<file path="config.mk">
export PLATFORM = sky130hd
export DESIGN_NAME = cpu_status_reg
export DESIGN_NICKNAME = d
export VERILOG_FILES = /design/src/rtl/cpu_status_reg_pkg.sv /design/src/rtl/cpu_status_reg_flag_calc.sv /design/src/rtl/cpu_status_reg.sv
export SDC_FILE = /design/constraint.sdc
export NUM_CORES = 1
export LEC_CHECK = 0
export ABC_AREA = 0
export BUFFER_PORTS_ARGS = -buffer_cell sky130_fd_sc_hd__buf_2
export CAP_MARGIN = 10
export CORE_MARGIN = 5
export CORE_UTILIZATION = 47
export CTS_CLUSTER_DIAMETER = 50
export DETAILED_ROUTE_END_ITERATION = 6
export GPL_TIMING_DRIVEN = 0
export PLACE_DENSITY = 0.87
export SYNTH_ARGS = -nofsm -noshare
export SYNTH_HDL_FRONTEND = slang
export SYNTH_SLANG_ARGS = --single-unit
</file>
<file path="constraint.sdc">
create_clock -name clk -period 1.6 [get_ports clk]
set_input_delay 0.32 -clock clk [delete_from_list [all_inputs] [get_ports clk]]
set_output_delay 0.32 -clock clk [all_outputs]
set_load 0.05 [all_outputs]
</file>
<file path="src/rtl/cpu_status_reg_pkg.sv">
// Shared definitions for the CPU status stage: P register bit positions,
// reset value and the helper that forces the fixed P bits.
package cpu_status_reg_pkg;

  localparam logic [2:0] FLAG_C = 3'd0;
  localparam logic [2:0] FLAG_Z = 3'd1;
  localparam logic [2:0] FLAG_I = 3'd2;
  localparam logic [2:0] FLAG_D = 3'd3;
  localparam logic [2:0] FLAG_B = 3'd4;
  localparam logic [2:0] FLAG_U = 3'd5;
  localparam logic [2:0] FLAG_V = 3'd6;
  localparam logic [2:0] FLAG_N = 3'd7;

  localparam logic [7:0] P_RESET_DEF = 8'h24;

  // Bit5 always reads 1 and B is never stored; it exists only in the push image.
  function automatic logic [7:0] fix_p_bits(input logic [7:0] p);
    logic [7:0] r;
    r         = p;
    r[FLAG_U] = 1'b1;
    r[FLAG_B] = 1'b0;
    return r;
  endfunction

endpackage

</file>
<file path="src/rtl/cpu_status_reg_flag_calc.sv">
// Combinational N/Z/C/V derivation from ALU operands, operation and result.
// Shared with the future BCD adjust stage, so it holds no state.
module cpu_flag_calc
  import cpu_status_reg_pkg::*;
(
  input  logic [7:0] a,
  input  logic [7:0] b,
  input  logic [7:0] out,
  input  logic       op_add,
  input  logic       op_sub,
  output logic       n_s,
  output logic       z_s,
  output logic       c_s,
  output logic       v_s,
  output logic       cv_valid_s
);

  logic [8:0] sum_s;

  assign sum_s = {1'b0, b} + {1'b0, a};

  // Flag derivation; add wins over sub when both are (erroneously) asserted.
  always_comb begin
    n_s        = out[7];
    z_s        = (out == 8'h00);
    c_s        = 1'b0;
    v_s        = 1'b0;
    cv_valid_s = 1'b0;
    if (op_add) begin
      c_s        = sum_s[8];
      v_s        = ~(a[7] ^ b[7]) & (a[7] ^ out[7]);
      cv_valid_s = 1'b1;
    end else if (op_sub) begin
      c_s        = (b >= a);
      v_s        = (b[7] ^ a[7]) & (b[7] ^ out[7]);
      cv_valid_s = 1'b1;
    end else begin
      c_s        = 1'b0;
      v_s        = 1'b0;
      cv_valid_s = 1'b0;
    end
  end

endmodule

</file>
<file path="src/rtl/cpu_status_reg.sv">
// ALU result register and 6502 P register with prioritised flag merge
// (PLP/RTI load > SEx/CLx > BIT > ALU updates) and the PHP/BRK push image.
module cpu_status_reg
  import cpu_status_reg_pkg::*;
#(
  parameter logic [7:0] P_RESET = P_RESET_DEF
) (
  input  logic       clk,
  input  logic       rst,
  input  logic [7:0] alu_a,
  input  logic [7:0] alu_b,
  input  logic [7:0] alu_out,
  input  logic       op_add,
  input  logic       op_sub,
  input  logic       op_inc,
  input  logic       latch_res,
  input  logic       upd_nz,
  input  logic       upd_c,
  input  logic       upd_v,
  input  logic       bit_test,
  input  logic       flag_we,
  input  logic [2:0] flag_sel,
  input  logic       flag_val,
  input  logic       p_load,
  input  logic [7:0] p_in,
  input  logic       brk_push,
  output logic [7:0] res_q,
  output logic [7:0] p_q,
  output logic [7:0] p_push
);

  logic       n_s;
  logic       z_s;
  logic       c_s;
  logic       v_s;
  logic       cv_valid_s;
  logic       op_inc_unused_s;
  logic       flag_wr_s;
  logic [7:0] alu_p_s;
  logic [7:0] flag_mask_s;
  logic [7:0] flag_bits_s;
  logic [7:0] p_next_s;
  logic [7:0] res_next_s;

  // op_inc only affects N/Z through alu_out, never C or V.
  assign op_inc_unused_s = op_inc;

  cpu_flag_calc u_flag_calc (
    .a          (alu_a),
    .b          (alu_b),
    .out        (alu_out),
    .op_add     (op_add),
    .op_sub     (op_sub),
    .n_s        (n_s),
    .z_s        (z_s),
    .c_s        (c_s),
    .v_s        (v_s),
    .cv_valid_s (cv_valid_s)
  );

  assign flag_wr_s   = flag_we & (flag_sel != FLAG_B) & (flag_sel != FLAG_U);
  assign flag_mask_s = 8'h01 << flag_sel;
  assign flag_bits_s = {7'b000_0000, flag_val} << flag_sel;

  // ALU-sourced flags: BIT overrides upd_nz/upd_v, C only moves on add/sub.
  always_comb begin
    alu_p_s         = p_q;
    alu_p_s[FLAG_N] = bit_test ? alu_b[7] : (upd_nz ? n_s : p_q[FLAG_N]);
    alu_p_s[FLAG_Z] = bit_test ? ((alu_a & alu_b) == 8'h00) : (upd_nz ? z_s : p_q[FLAG_Z]);
    alu_p_s[FLAG_V] = bit_test ? alu_b[6] : ((upd_v & cv_valid_s) ? v_s : p_q[FLAG_V]);
    alu_p_s[FLAG_C] = (upd_c & cv_valid_s) ? c_s : p_q[FLAG_C];
  end

  // Next-state merge for both registers.
  always_comb begin
    res_next_s = res_q;
    p_next_s   = p_q;
    if (latch_res) begin
      res_next_s = alu_out;
    end else begin
      res_next_s = res_q;
    end
    if (p_load) begin
      p_next_s = fix_p_bits(p_in);
    end else if (flag_wr_s) begin
      p_next_s = fix_p_bits((alu_p_s & ~flag_mask_s) | flag_bits_s);
    end else begin
      p_next_s = fix_p_bits(alu_p_s);
    end
  end

  // State registers.
  always_ff @(posedge clk or posedge rst) begin
    if (rst) begin
      res_q <= 8'h00;
      p_q   <= P_RESET;
    end else begin
      res_q <= res_next_s;
      p_q   <= p_next_s;
    end
  end

  assign p_push = {p_q[7:6], 1'b1, brk_push, p_q[3:0]};

endmodule

</file>
## Yosys cells after proc, flatten, opt, wreduce, memory -nomap -nowiden

Cells that the tools add are included.

- Output and inout bits: 24
- Logic and storage cells: 41
- Input bits: 49
- Flip-flop bits (word level): 16

- Reduce and logical (&&, ||, !) cells: 3
- Bitwise logic cells: 14
- Shift-type cells: 2
- Muxes and demuxes: 15
- $add $sub $neg: 1
- Order comparisons: 1
- Eq/ne operators: 2

Operators with widths:

| kind | count |
|---|---|
| 8-bit AND | 2 |
| 8-bit logical NOT | 2 |
| 8-bit 2-to-1 mux | 2 |
| 1-bit 2-to-1 mux | 13 |
| 8-bit by 8-bit adder with 9-bit output | 1 |
| 8-bit greater-or-equal comparator | 1 |
| 8-bit inverter | 1 |
| 8-bit bitwise OR | 1 |
| 1-bit by 3-bit << shifter with 8-bit output | 1 |
| 1-bit by 3-bit << shifter with 8-bit output, first input constant | 1 |
| 1-bit AND | 6 |
| 3-bit inequality test, second input constant | 2 |
| 1-bit XOR | 3 |
| 2-bit nonzero test | 1 |
| 1-bit inverter | 1 |

## Depth between registers and ports, before layout

- Depth in word-level cells: 10
- Gate-level depth with buffers: 8
- Gate-level depth less buffers: 7

## By module

Synthesis repeated with hierarchy kept, for this count alone.

- Cells, all modules: 135
- Area, all modules: 1,272.5 um2

By module, submodules not included:

| module | times used | cells an instance | seq. area each (um2) | area each (um2) |
|---|---|---|---|---|
| cpu_status_reg | 1 | 77 | 351.6 | 830.8 |
| cpu_flag_calc | 1 | 58 | 0.0 | 441.7 |

## Least setup slack after synthesis

OpenSTA, ideal clock, no wires.

- Path type: in2reg
- From: input alu_a[1]
- To: register p_q[0]
- Cell stages on the path: 7
- Required time: 1,531 ps
- Arrival time: 1,528 ps
- Setup slack: 3 ps
- Library setup time: 69 ps
- Path buffers: 0
- Cell sequence: inv_1 -> ha_1 -> or3b_1 -> a311oi_1 -> o21a_1 -> o311ai_1 -> nand3_1

- Longest elaborated chain between the ends: 8
- Elaborated cells on any way between the ends: 9
- Classes of those cells: add/sub (1); order compare (1); mux (5); bitwise (2)

Ends and longest elaborated chain:

| what | line | source |
|---|---|---|
| from (decl) | cpu_status_reg.sv:10 | `input logic [7:0] alu_a,` |
| 8-bit greater-or-equal comparator | cpu_status_reg_flag_calc.sv:34 | `c_s = (b >= a);` |
| 1-bit 2-to-1 mux | cpu_status_reg_flag_calc.sv:33 | `end else if (op_sub) begin` |
| 1-bit 2-to-1 mux * | cpu_status_reg_flag_calc.sv:29 | `if (op_add) begin` |
| 1-bit 2-to-1 mux * | cpu_status_reg.sv:71 | `alu_p_s[FLAG_C] = (upd_c & cv_valid_s) ? c_s : p_q[FLAG_C];` |
| 8-bit AND | cpu_status_reg.sv:86 | `p_next_s = fix_p_bits((alu_p_s & ~flag_mask_s) \| flag_bits_s);` |
| 8-bit bitwise OR | cpu_status_reg.sv:86 |  |
| 8-bit 2-to-1 mux * | cpu_status_reg.sv:85 | `end else if (flag_wr_s) begin` |
| 8-bit 2-to-1 mux * | cpu_status_reg.sv:83 | `if (p_load) begin` |
| net p_next_s[0] | cpu_status_reg.sv:42 | `logic [7:0] p_next_s;` |
| to (signal assigned) | cpu_status_reg.sv:99 | `p_q <= p_next_s;` |
| to (decl) | cpu_status_reg.sv:28 | `output logic [7:0] p_q,` |

Mark *: on every way through the listed nets, which the timed path passes. The rest lies on a longest branch. The select of a mux whose other input is x is not followed.
A chain may end at the register's enable or synchronous reset.

## Worst setup path in the final report

- From: input alu_a[7]
- To: register p_q[0]

Same word-level chain as after synthesis.

==> reports/qor.yml <==
grt:
  grt_pass1_vias: 1202
  grt_start_max_net_pins: 15
  grt_pass1_wl_microns: 4920
  grtUsageTotal: 0.176
  overflow: 0
  antenna_found_initial: 0
yosys:
  synth_cell_types: 39
  yosys_warnings: 0
  ys_ff_latch: 14
  synth-edff-count: 0
  synthFlopType: "dfrtp_1"
  netlist_instances: 137
  synth-async-reset-ratio: 1.00
  synth_top_area_frac: 0.265
  synth_seq_area_share: 0.286
  synthTopCellsByArea: "dfrtp_1, ha_1, mux2_1"
  synth_top_cell_by_area: "dfrtp_1"
  avgSynthCellArea_sq_um: 8.97
  synthesis.area_sq_um: 1230
status:
  status: "completed"
detailed_routing:
  dr_total_vias: 1208
  via_per_inst: 5.12
  firstDrtPassIters: 4
  drt_iter0_drc: 34
  routed_wl_microns: 3200
  drtAntennaViolNets: 0
  drc: 0
  wire_per_inst_microns: 13.6
setup_path:
  arrival_ps: 1680
  rr_worst_depth: 4
  critPathBufInv: 3
  crit_required_ps: 1760
  crit_family: "compound AO/OA/AOI/OAI gates"
  path_max_fanout: 8
  crit_start: "alu_a[7]"
  r2r_setup_slack_ps: 470
  crit_end: "p_q[0]"
  worstReg2RegStart: "p_q[6]"
  slowest_delay_ps: 290
  crit_chain: "buf_2, inv_1, ha_1, buf_6, and3_1, a221oi_2, o31ai_1, nand4b_1, nand3_1"
  worst-setup-path-type: "primary input to register"
  cp_num_cells: 9
  r2r-end: "p_q[6]"
  critPathLaunchType: "primary input"
  worst_path_max_delay_cell: "ha_1"
  timing.critical_path.to_type: "register"
power_and_ir_drop:
  p_leak_nw: 0.865
  p_int_w: 0.000709
  p_total_w: 0.00121
  power_frac_comb: 0.445
  p_seq_frac: 0.340
  p_sw_w: 0.000497
  ir_drop_mv: 0.794
  switching_share: 0.412
  pwr-share-clk: 0.215
  powerDensity_nw_per_um2: 739
clock_network:
  cts_buffers: 3
  cts_root_buf: "clkbuf_4"
  holdBufCountCts: 0
  cts_setup_buffers: 0
  clkTransAtPathRegs_ps: 90
  insertion_delay_ps: 280
  cts_tree: "done"
  clkSinkCount: 14
  htreeDepth: 1
  clock_path_buffers: 2
  cts_resized: 0
job:
  drv_cap: 0
layout:
  fillers: 225
  final_cells: 236
  nets: 272
  area_growth_pct: 32.9
  drive_gt1_frac: 0.398
  regArea_sq_um: 352
  antenna-diode-count: 0
  multi_input_area_sq_um: 744
  post-route-util: 0.653
sta:
  finalHoldViolations: 0
  fin_crit_ps: 1520
  slew_violations: 0
  worst_pin_slew_ps: 551
  fmax_mhz: 657
  relSlewSlack: 0.632
  rsz0062_at_grt: "false"
  setup_ws_ps: 78.9
  finalSetupViolCount: 0
  skew_ps: 0
  finalCritPeriodShare: 0.951
floorplanning:
  io_pins: 73
  dieHeight_microns: 61.1
  rows: 18
  core_sq_um: 2500
  start_util: 0.491
  dieWidth_microns: 61.1
  die_area_sq_um: 3740
place:
  place_ws_ps: -267
  gp_congestion: 0.918
  dp.cells: 232
  place_hpwl_microns: 2790
  port_buffers: 64
hold_path:
  holdCritPathClass: "primary input to async pin"
cell usage in the layout (no fill, tap or decap), types with 4 or more instances in the layout:
master    n
buf_2    64
ha_1     16
nand2_1  10
inv_1    12
a21oi_1   5
dfrtp_1  13
buf_4    10
o21ai_0   4
o21ai_1   6
mux2_1    8
nor2_1    8
sequential cells by signal, indices dropped and copies added (netlist names):
| signal | count |
|---|---|
| res_q | 8 |
| p_q | 6 |
power by group through the flow:
stage	registers [W]	logic (W)	clock network (W)
6_report	0.000411	0.000536	0.000259
5_1_grt	0.000416	0.000579	0.000282
4_1_cts	0.000411	0.000538	0.000264
3_5_place_dp	0.000418	0.000536	0
3_3_place_gp	0.000415	0.000524	0
2_1_floorplan	0.000543	0.000245	0
metal layers:
| layer | track usage | up-vias | share of wire |
|---|---|---|---|
| li1 | - | 620 | - |
| met1 | 0.188 | 543 | 0.38 |
| met2 | 0.341 | 41 | 0.54 |
| met3 | 0.0356 | 4 | 0.064 |
| met4 | 0.0526 | 0 | 0.013 |
| met5 | 0 | - | 0 |
worst reg2reg max path, cell delays in order (launching register included):
cell     delay, ps
dfrtp_1        420
and3b_1        190
a221o_1        250
o21ai_1        110
nand2_1         60
layout make-up:
class,instances,share of cell area
multi-input combinational,98,0.456
timing repair buffer,64,0.196
tap,30,0.0230
clock buffer,4,0.0222
buffer,13,0.0575
inverter,13,0.0299
sequential,14,0.215
worst min-delay path by stage:
stage | start | end | slack [ps] | depth (start not counted)
after floorplan | rst | p_q[0] | 210 | 1
after global placement | rst | p_q[3] | 380 | 2
after detailed placement | rst | p_q[3] | 400 | 2
after CTS | rst | res_q[3] | 90 | 2
after global routing | rst | res_q[0] | 100 | 2
final | rst | res_q[3] | 60 | 2
logic make-up after synthesis:
family                     after synthesis  synth area share
adders and majority gates               16             0.163
other                                    2           0.00611
muxes                                   10            0.0896
buffers and inverters                   26             0.116
DFF                                     14             0.286
and+or+nand+nor                         39             0.179
AOI/OAI and AO/OA                       30             0.160
synthesized netlist by cell type (all sizes together), types with 2 or more instances:
| master | count |
|---|---|
| o311ai | 2 |
| clkbuf | 2 |
| nand2 | 10 |
| o21ai | 10 |
| mux2 | 8 |
| nand4 | 2 |
| a21oi | 5 |
| inv | 12 |
| dfrtp | 13 |
| mux2i | 2 |
| nand2b | 2 |
| nor4 | 3 |
| a311oi | 2 |
| a31oi | 2 |
| a2111oi | 2 |
| o21a | 2 |
| buf | 11 |
| nor2 | 8 |
| ha | 16 |
| nand4b | 3 |
| conb | 2 |
| nor3 | 3 |
stage by stage:
step                      area (sq um)  setup TNS [ps]  hold slack, ps
after floorplan                   1230               0             209
final                             1630               0            64.6
after CTS                         1630               0            86.4
after detailed placement          1590            -456             397
after global routing              1630               0             103
after global placement            1590            -435             381
Power figures use the tool's default switching activity.
